### config.mk
export PLATFORM = sky130hd
export DESIGN_NAME = sat_accumulator
export DESIGN_NICKNAME = d
export VERILOG_FILES = /design/src/rtl/sat_accumulator.sv
export SDC_FILE = /design/constraint.sdc
export NUM_CORES = 1
export LEC_CHECK = 0
export CORE_MARGIN = 8
export CORE_UTILIZATION = 28
export DETAILED_ROUTE_END_ITERATION = 8
export GPL_ROUTABILITY_DRIVEN = 0
export GPL_TIMING_DRIVEN = 0
export SLEW_MARGIN = 20
export SYNTH_ARGS = -nofsm -noshare
export SYNTH_HDL_FRONTEND = slang
export SYNTH_SLANG_ARGS = --single-unit
### constraint.sdc
create_clock -name clk -period 2.4 [get_ports clk]
set_input_delay 0.36 -clock clk [delete_from_list [all_inputs] [get_ports clk]]
set_output_delay 0.36 -clock clk [all_outputs]
set_load 0.01 [all_outputs]
### src/rtl/sat_accumulator.sv
// Saturating signed accumulator: sums num_terms operands accepted over a
// valid/ready handshake, clamping to the W-bit signed range and flagging overflow.
module sat_accumulator #(
   parameter int W  = 16,
   parameter int CW = 8
) (
   input  logic          clk,
   input  logic          rst_n,
   input  logic          start,
   input  logic [CW-1:0] num_terms,
   input  logic [W-1:0]  in_data,
   input  logic          in_valid,
   output logic          in_ready,
   output logic [W-1:0]  acc_out,
   output logic          out_valid,
   output logic          busy,
   output logic          ovf,
   output logic [CW-1:0] remaining,
   output logic [1:0]    state_dbg
);

   localparam logic [1:0] IDLE  = 2'd0;
   localparam logic [1:0] ACCUM = 2'd1;
   localparam logic [1:0] DONE  = 2'd2;

   localparam logic [W-1:0] SAT_MAX = {1'b0, {(W-1){1'b1}}};
   localparam logic [W-1:0] SAT_MIN = {1'b1, {(W-1){1'b0}}};

   logic [1:0]   state;
   logic         hs;
   logic [W-1:0] raw_sum;
   logic         add_ovf;
   logic [W-1:0] sat_sum;

   // Handshake: an operand transfers on a rising edge where in_valid and
   // in_ready are both high; in_ready depends only on state, never on in_valid.
   assign in_ready  = (state == ACCUM);
   assign out_valid = (state == DONE);
   assign busy      = (state != IDLE);
   assign state_dbg = state;
   assign hs        = in_valid && in_ready;

   always_comb begin
      raw_sum = acc_out + in_data;
      add_ovf = (acc_out[W-1] == in_data[W-1]) && (raw_sum[W-1] != acc_out[W-1]);
      sat_sum = raw_sum;
      if (add_ovf) sat_sum = acc_out[W-1] ? SAT_MIN : SAT_MAX;
   end

   always_ff @(posedge clk) begin
      if (!rst_n) begin
         state     <= IDLE;
         acc_out   <= '0;
         ovf       <= 1'b0;
         remaining <= '0;
      end else begin
         case (state)
            IDLE: begin
               if (start) begin
                  acc_out   <= '0;
                  ovf       <= 1'b0;
                  remaining <= num_terms;
                  state     <= (num_terms == '0) ? DONE : ACCUM;
               end
            end
            ACCUM: begin
               if (hs) begin
                  acc_out   <= sat_sum;
                  remaining <= remaining - 1'b1;
                  if (add_ovf) ovf <= 1'b1;
                  if (remaining == CW'(1)) state <= DONE;
               end
            end
            DONE:    state <= IDLE;
            default: state <= IDLE;
         endcase
      end
   end

endmodule

# [Word level (Yosys, flattened, before mapping)]
# Index checks and enable logic that the tools add are counted.
[totals] out_inout_bits=30 inputBits=28 ff_bits=27 wordCells=41
[classes] reduce_logical=9 eq_ne=9 n_addsub=2 mux=17
[ops] cell="$mux 16" count=4
[ops] cell="$pmux 16 s2" count=1
[ops] cell="$add 16x16->16" count=1
[ops] cell="$mux 8" count=2
[ops] cell="$pmux 8 s2" count=1
[ops] cell="$eq 8x1->1 const B" count=1
[ops] cell="$logic_not 8->1" count=1
[ops] cell="$mux 2" count=4
[ops] cell="$sub 8x1->8 const B" count=1
[ops] cell="$ne 2x1->1 const B" count=3
[ops] cell="$reduce_and 3->1" count=2
[ops] cell="$pmux 2 s2" count=1
[ops] cell="$reduce_and 4->1" count=1
[ops] cell="$reduce_bool 2->1" count=2
[ops] cell="$mux 1" count=3
[ops] cell="$eq 2x1->1 const B" count=1
[ops] cell="$eq 2x2->1 const B" count=1
[ops] cell="$logic_and 1x1->1" count=2
[ops] cell="$logic_not 2->1" count=1
[ops] cell="$ne 2x2->1 const B" count=1
[ops] cell="$pmux 1 s2" count=1
[ops] cell="$eq 1x1->1" count=1
[ops] cell="$ne 1x1->1" count=1

# [Logic depth before layout (Yosys ltp)]
# Gate-level depths: netlist of run 1.
[logic_depth] ltp_word=6 mapped_depth=10 depth_no_buf=9

# [Worst setup path after synthesis of run 1]
# Ideal clock, no wire load.
[synth_timing] kind="input -> register" start="input in_data[0]" end="register acc_out[12]" setup_time_ps=123 stages=9 required_time_ps=2277 slack_ps=154 arrival_time_ps=2123 path_cell_list="ha_1 -> fa_1 -> a21o_1 -> a221o_1 -> nand3_1 -> a31oi_1 -> and3_1 -> nor4_1 -> o21ai_0"
[synth_between] elab_chain_len=6
[synth_lines] element="start: declaration" line_no="11" rtl="input logic [W-1:0] in_data,"
[synth_lines] element="$add 16x16->16 *" line_no="44" rtl="raw_sum = acc_out + in_data;"
[synth_lines] element="$ne 1x1->1" line_no="45" rtl="add_ovf = (acc_out[W-1] == in_data[W-1]) && (raw_sum[W-1] != acc_out[W-1]);"
[synth_lines] element="$logic_and 1x1->1" line_no="45"
[synth_lines] element="$mux 16 *" line_no="47" rtl="if (add_ovf) sat_sum = acc_out[W-1] ? SAT_MIN : SAT_MAX;"
[synth_lines] element="$mux 16 *" line_no="67" rtl="if (hs) begin"
[synth_lines] element="$pmux 16 s2 *" line_no="57" rtl="case (state)"
[synth_lines] element="end signal: assignment" line_no="68" rtl="acc_out <= sat_sum;"
[synth_lines] element="end: declaration" line_no="14" rtl="output logic [W-1:0] acc_out,"
# Every way passes the cells marked *; elsewhere a longest branch is shown, timed or not. The select of a mux whose other input is x is not followed.
# A chain may end at the register's enable or synchronous reset.

# [Worst setup path in the final report of run 1]
[layout_timing] start="input in_data[1]" end="register acc_out[12]"
# Same word-level chain as after synthesis.

==> results of run 1 <==
==> power by group <==
group / internal [uW] / switching, uW / total, uW / leakage (uW)
clock network: 117 / 167 / 284 / 0.0000255
logic: 348 / 350 / 698 / 0.00112
registers: 488 / 48.5 / 536 / 0.000223
==> cell usage in the layout, fill, tap and decap left out, types with 4 or more instances in the layout <==
cell             count
nand3_1              7
clkdlybuf4s50_1     42
o21ai_0             17
nand4_1              5
clkbuf_1             4
ha_4                11
dlymetal6s2s_1      11
xnor2_1              5
buf_6                5
nor2b_1              4
a21oi_2              4
dlygate4sd2_1        4
inv_1                8
dfxtp_1             22
o21ai_1             13
nor4_1               5
nor2_1              22
buf_4               23
dfxtp_2              4
ha_1                 5
a21oi_1             14
a21o_1               4
xor2_1               6
nand2_1             36
nor3_1               4
==> cells by family after synthesis <==
kind of cell	after synthesis
DFF	27
xor gates and xnor gates	11
and+or+nand+nor	103
buffers and inverters	21
muxes	2
adders and majority gates	18
AOI/OAI and AO/OA	86
==> metrics by stage <==
step	power, uW	area [um^2]
finish	1520	3260
global route	1620	3260
CTS	1480	3030
detailed placement	1130	2780
global placement	1130	2780
floorplan	902	2090
==> worst paths after layout <==
| kind | startpoint | to | slack (ps) | cells past startpoint |
|---|---|---|---|---|
| max | in_data[1] | acc_out[12] | 20 | 11 |
| min | acc_out[8] | acc_out[8] | 480 | 2 |
| max reg2reg | acc_out[1] | acc_out[12] | 30 | 10 |
| min reg2reg | acc_out[8] | acc_out[8] | 480 | 2 |
==> state kept, by name, indices dropped and copies added, names as in the netlist <==
register / count
acc_out: 16
remaining: 8
ovf: 1
state_dbg: 2
==> final cells by class <==
type,count,area share
plain buffers,8,0.0173
multi-input cells,220,0.510
clock inverters,1,0.00153
well taps,99,0.0380
clock buffers,3,0.0127
repair buffers,81,0.239
flip-flops and latches,27,0.168
inverters,11,0.0130
==> worst max-delay path, cell delays in order <==
cell           delay [ps]
dlygate4sd2_1         270
ha_1                  300
a21o_1                210
a21oi_2               200
o221a_4               250
o31ai_4               100
mux2i_4               220
buf_6                 140
buf_4                 150
nor4_4                270
o21ai_1               100
==> layer usage <==
layer	vias up	part of all wire	track usage
met5	-	0	0
met4	0	0.0086	0.0350
met3	8	0.061	0.0279
met2	85	0.46	0.213
met1	1128	0.47	0.161
li1	1144	-	-
==> timing repair <==
item                                    CTS  global route
setup buffers                            10            13
endpoints found under the setup margin   17            17
pin swaps                                10            21
gates cloned                              1             0
resized for setup                        34            32
==> summary.log, run 1 <==
[power] Leak 0.00137 uW
[yosys] xor and xnor fraction of the mapped netlist area 0.0462
[timing] setup ws final 20.7 ps
[yosys] multiplexer fraction of the synthesized cell area 0.0156
[timing] post-layout minimum cycle time 2380 ps
[yosys] Seq/Total Area, Yosys 0.259
[power] power per cell area 465 nW/um^2
[timing] final-layout worst hold slack 483 ps
[yosys] Most used DFF post-synth dfxtp_1
[clock_tree] buffer cell driving the clock tree root clkbuf_8
[global_routing] number of global-route vias before repair 2271
[drt] total length of routed wires 7.11 mm
[worst_setup_path] highest fanout seen on the critical path 3
[timing] setup repair after global routing missed its margin yes
[clock_tree] maximum level of the CTS H-tree 1
[finish] P&R area growth vs syn 56.4%
[yosys] simple-gate portion of the synthesized area 0.232
[clock_tree] clock latency reported for the late side of the worst-skew pair 280 ps
[yosys] mean instance size in the synthesized netlist 7.79 um^2
[timing] setup TNS 0 ps
[yosys] number of distinct library cell variants in the gate-level netlist after synthesis 54
[yosys] async set-reset flop share out of synthesis 0
[yosys] leading post-synthesis cells by instance count 37 x nand2_1, 27 x dfxtp_1, 22 x nor2_1
[clock_tree] clock buffer depth 2
[status] outcome complete, no violations
[drt] vias post-DR 2365
[timing] final-report setup violation count 0
[yosys] synthesized area 2090 um^2
[global_routing] all-layer global routing usage 0.128
[drt] antenna viol nets, final 0
[die] initial standard-cell utilization of the core 0.288
[drt] detailed-route DRC error count 0
[worst_setup_path] Worst Path Arrival 2560 ps
[global_routing] number of antenna violations at the first check in global routing 0
[yosys] main combinational cell family by area after synthesis compound AO/OA/AOI/OAI gates
[drt] Via-to-Cell Ratio 5.26
[global_routing] GRT overflow 0
[yosys] library cell with the largest summed area after synthesis dfxtp_1
[drt] Detailed Routing Iterations Pass 1 4
[die] Site Rows 31
[drt] count of routing violations after the opening detailed-route iteration 162
[die] die width 102 um
[yosys] number of flops mapped to enable cells by yosys 0
[finish] area of the multi-input gates 1660 um^2
[yosys] number of warnings reported in the yosys synthesis log 0
[clock_tree] number of clock sinks seen by CTS 27
[clock_tree] number of buffers inserted for hold repair after clock tree synthesis 0
[clock_tree] clock tree from TritonCTS done
[worst_setup_path] Critical Path Sink Type flip-flop
[die] DIE AREA 10500 um^2
[worst_setup_path] classification of the worst setup path in2reg
[timing] crit share post-route 0.991
[die] I/O pin count 58
[die] Die Span Y 102 um
[yosys] flops & latches, synth 27
[die] area of the core region 7250 um^2
[yosys] portion of synthesized cell area occupied by the leading cell type 0.259
[timing] Achievable Freq 420 MHz
[place] Port-buffer cells 57
[finish] fill count 722
[yosys] post-synthesis compound-gate area fraction 0.287
[yosys] net count after synthesis 314
[yosys] top area cells in the synthesized netlist dfxtp_1 26%, ha_1 10%, nand2_1 6.7%
[timing] transition time at the pin with the least slew margin 592 ps
[clock_tree] number of buffers created by CTS 3
[timing] Worst Clk Skew 5.18 ps
[global_routing] global-route wire length before repair 10.9 mm
[timing] total count of hold-check failures in the final report 0
[finish] Diodes inserted 0
[place] pre-CTS setup slack -590 ps
[yosys] adder-cell share of the synthesized area 0.112
[timing] count of final max-slew check failures 0
[global_routing] pin count of the biggest net entering global routing 16
[worst_setup_path] data required time of the worst path 2580 ps
[min_path] hold crit path type reg2reg
[place] placed insts 424
[worst_setup_path] startpoint type of the worst setup path primary input
[place] HPWL after detailed placement 4.91 mm
[yosys] most common cell in the netlist nand2_1
[finish] ratio of cells with drive above 1 in the final layout 0.217
[yosys] synthesized instance count 268
[clock_tree] clock-pin slew reported for the worst setup and hold paths after clock tree synthesis 110 ps
[timing] relative slew slack 0.600
[finish] number of nets in the finished design 398
[drt] drt wl/cell 15.8 um
[finish] non-filler instance count after layout 450
[power] Worst IR Drop VDD 0.249 mV
[finish] Seq. cell area 549 um^2
[finish] Util after Layout 0.450
[run] max-cap viol count 0
Note: power is estimated with default switching activity, not from simulation.
==> inputs of run 2 (changes only) <==
- CORE_UTILIZATION: 28 -> 48
- PLACE_DENSITY_LB_ADDON: default -> 0.15
==> summary.log, run 2 (synthesis gave the netlist of run 1 again) <==
[status] outcome finished with violations
[status] violations in the final reports negative setup slack
[worst_setup_path] data required time of the worst path 2570 ps [about the same]
[die] Site Rows 24 [-23%]
[finish] P&R area growth vs syn 54.4%
[finish] ratio of cells with drive above 1 in the final layout 0.234 [+0.0171]
[clock_tree] number of buffers inserted for hold repair after clock tree synthesis 0 [unchanged]
[timing] setup TNS -6.57 ps [-6.57 ps]
[place] HPWL after detailed placement 4.52 mm [-8.0%]
[worst_setup_path] Critical Path Sink Type flip-flop
[global_routing] number of global-route vias before repair 2234 [-1.6%]
[clock_tree] clock buffer depth 2 [unchanged]
[timing] transition time at the pin with the least slew margin 627 ps [+35.0 ps]
[min_path] Min-Delay Endpoint acc_out[10]
[finish] leading cell types in the layout, fill and taps excluded 49 x clkdlybuf4s50_1, 35 x nand2_1, 26 x dfxtp_1
[clock_tree] maximum level of the CTS H-tree 1 [unchanged]
[worst_setup_path] highest fanout seen on the critical path 3 [unchanged]
[die] DIE AREA 6710 um^2 [-36%]
[power] Worst IR Drop VDD 0.291 mV [+17%]
[drt] Via-to-Cell Ratio 6.00 [+14%]
[worst_setup_path] classification of the worst setup path reg2reg
[timing] crit share post-route 1.00 [+0.0114]
[global_routing] all-layer global routing usage 0.189 [+0.0615]
[clock_tree] buffer cell driving the clock tree root clkbuf_8
[timing] relative slew slack 0.576 [-0.0236]
[timing] final-report setup violation count 1 [+1]
[global_routing] pin count of the biggest net entering global routing 16 [unchanged]
[timing] count of final max-slew check failures 0 [unchanged]
[drt] Detailed Routing Iterations Pass 1 5 [+1]
[worst_setup_path] worst reg2reg path depth 9 [-1]
[clock_tree] clock-pin slew reported for the worst setup and hold paths after clock tree synthesis 90 ps [-20 ps]
[power] Leak 0.00134 uW [-2.3%]
[drt] count of routing violations after the opening detailed-route iteration 110 [-32%]
[die] area of the core region 4260 um^2 [-41%]
[finish] largest register by flop count acc_out
[worst_setup_path] Worst Path Arrival 2580 ps [+20 ps]
[finish] fill count 334 [-54%]
[drt] drt wl/cell 17.3 um [+9.5%]
[min_path] Hold Startpoint acc_out[10]
[finish] flip-flop count of the largest register, all copies and words added 16 [unchanged]
[timing] total count of hold-check failures in the final report 0 [unchanged]
[timing] post-layout minimum cycle time 2410 ps [+27.3 ps]
[clock_tree] number of buffers created by CTS 3 [unchanged]
[place] placed insts 377 [-11%]
[clock_tree] number of clock sinks seen by CTS 27 [unchanged]
[global_routing] global-route wire length before repair 10.4 mm [-5.2%]
[place] Placement Cell Area 2720 um^2 [-2.1%]
[timing] setup repair after global routing missed its margin yes
[worst_setup_path] R2R Path End acc_out[12]
[die] die width 81.9 um [-20%]
[place] Port-buffer cells 57 [unchanged]
[finish] Diodes inserted 0 [unchanged]
[drt] vias post-DR 2418 [+2.2%]
[run] max-cap viol count 0 [unchanged]
[min_path] cell depth of the worst min-delay path 2 [unchanged]
[clock_tree] clock latency reported for the late side of the worst-skew pair 280 ps [about the same]
[die] Die Span Y 81.9 um [-20%]
[drt] antenna viol nets, final 0 [unchanged]
[finish] final design instance area without fill 3220 um^2 [-1.2%]
[timing] final-layout worst hold slack 486 ps [+2.95 ps]
[timing] setup ws final -6.57 ps [-27.3 ps]
[finish] Seq. cell area 542 um^2 [-1.4%]
[finish] area of the multi-input gates 1700 um^2 [+2.4%]
[finish] number of nets in the finished design 398 [unchanged]
[worst_setup_path] FF-to-FF setup slack -7 ps [-40 ps]
[global_routing] GRT overflow 0 [unchanged]
[timing] Worst Clk Skew 6.90 ps [+1.72 ps]
[die] I/O pin count 58 [unchanged]
[power] total power 1520 uW [+0.22%]
[finish] non-filler instance count after layout 403 [-10%]
[worst_setup_path] startpoint of the worst-slack reg-to-reg timing path acc_out[0]
[die] initial standard-cell utilization of the core 0.489 [+0.202]
[global_routing] number of antenna violations at the first check in global routing 0 [unchanged]
[min_path] hold crit path type reg2reg
[worst_setup_path] startpoint type of the worst setup path flip-flop
[clock_tree] clock tree from TritonCTS done
[timing] Achievable Freq 416 MHz [-1.1%]
[drt] total length of routed wires 6.98 mm [-1.9%]
[finish] commonest non-fill, non-tap cell in the layout clkdlybuf4s50_1
[drt] detailed-route DRC error count 0 [unchanged]
[power] power per cell area 472 nW/um^2 [+1.5%]
## run 2: changes by cell type in the layout (fill, tap and decap cells not counted), sizes merged
cell,delta
mux2i,+1
buf,-1
dlygate4sd2,-1
clkdlybuf4s50,+7
dlymetal6s2s,-6
## run 2: repair_timing
action                     CTS  global route
setup endpoints to repair   17            17
pin swaps                   14            20
cloned                       3             0
resized for setup           32            35
buffers inserted             6            14
## run 2: stage by stage
step / setup WS, ps / utilization
2_1_floorplan: 154 / -
3_3_place_gp: -531 / 0.638
3_5_place_dp: -561 / 0.638
4_1_cts: -29.5 / 0.700
5_1_grt: -85.8 / 0.756
6_report: -6.57 / 0.756
## run 2: critical path: stages, from the launching register on
cell and delay (ps):
dfxtp_2 350, ha_4 160, fa_2 390, a21o_1 210, a221o_1 360, nand3_2 130, a31oi_4 120, and3_4 190
nor4_4 290, o21ai_2 90
## run 2: report_power, final
part,switching (uW),total [uW],leakage (uW),internal (uW)
Combinational,369,716,0.00110,347
Sequential,45.7,533,0.000221,488
Clock,156,272,0.0000255,117
Total,570,1520,0.00134,952
## run 2: worst max path at each step
| stage | startpoint | to | slack, ps | cells after the start |
|---|---|---|---|---|
| 2_1_floorplan | in_data[0] | acc_out[12] | 150 | 9 |
| 3_3_place_gp | in_data[0] | acc_out[12] | -530 | 10 |
| 3_5_place_dp | in_data[0] | acc_out[12] | -560 | 10 |
| 4_1_cts | in_data[10] | acc_out[12] | -30 | 10 |
| 5_1_grt | acc_out[0] | acc_out[12] | -90 | 9 |
| 6_report | acc_out[0] | acc_out[12] | -7 | 9 |
## run 2: area by class of cell
type | count | share of cell area
clock inverters | 1 | 0.00155
inverters | 11 | 0.0132
flip-flops and latches | 27 | 0.168
repair buffers | 79 | 0.234
clock buffers | 3 | 0.0128
multi-input cells | 221 | 0.529
well taps | 52 | 0.0202
plain buffers | 9 | 0.0210
## run 2: routing by layer
layer	vias up	global-route usage	share of wire
met5	-	0	0
met4	0	0.0614	0.024
met3	20	0.0372	0.077
met2	117	0.339	0.49
met1	1130	0.219	0.41
li1	1151	-	-
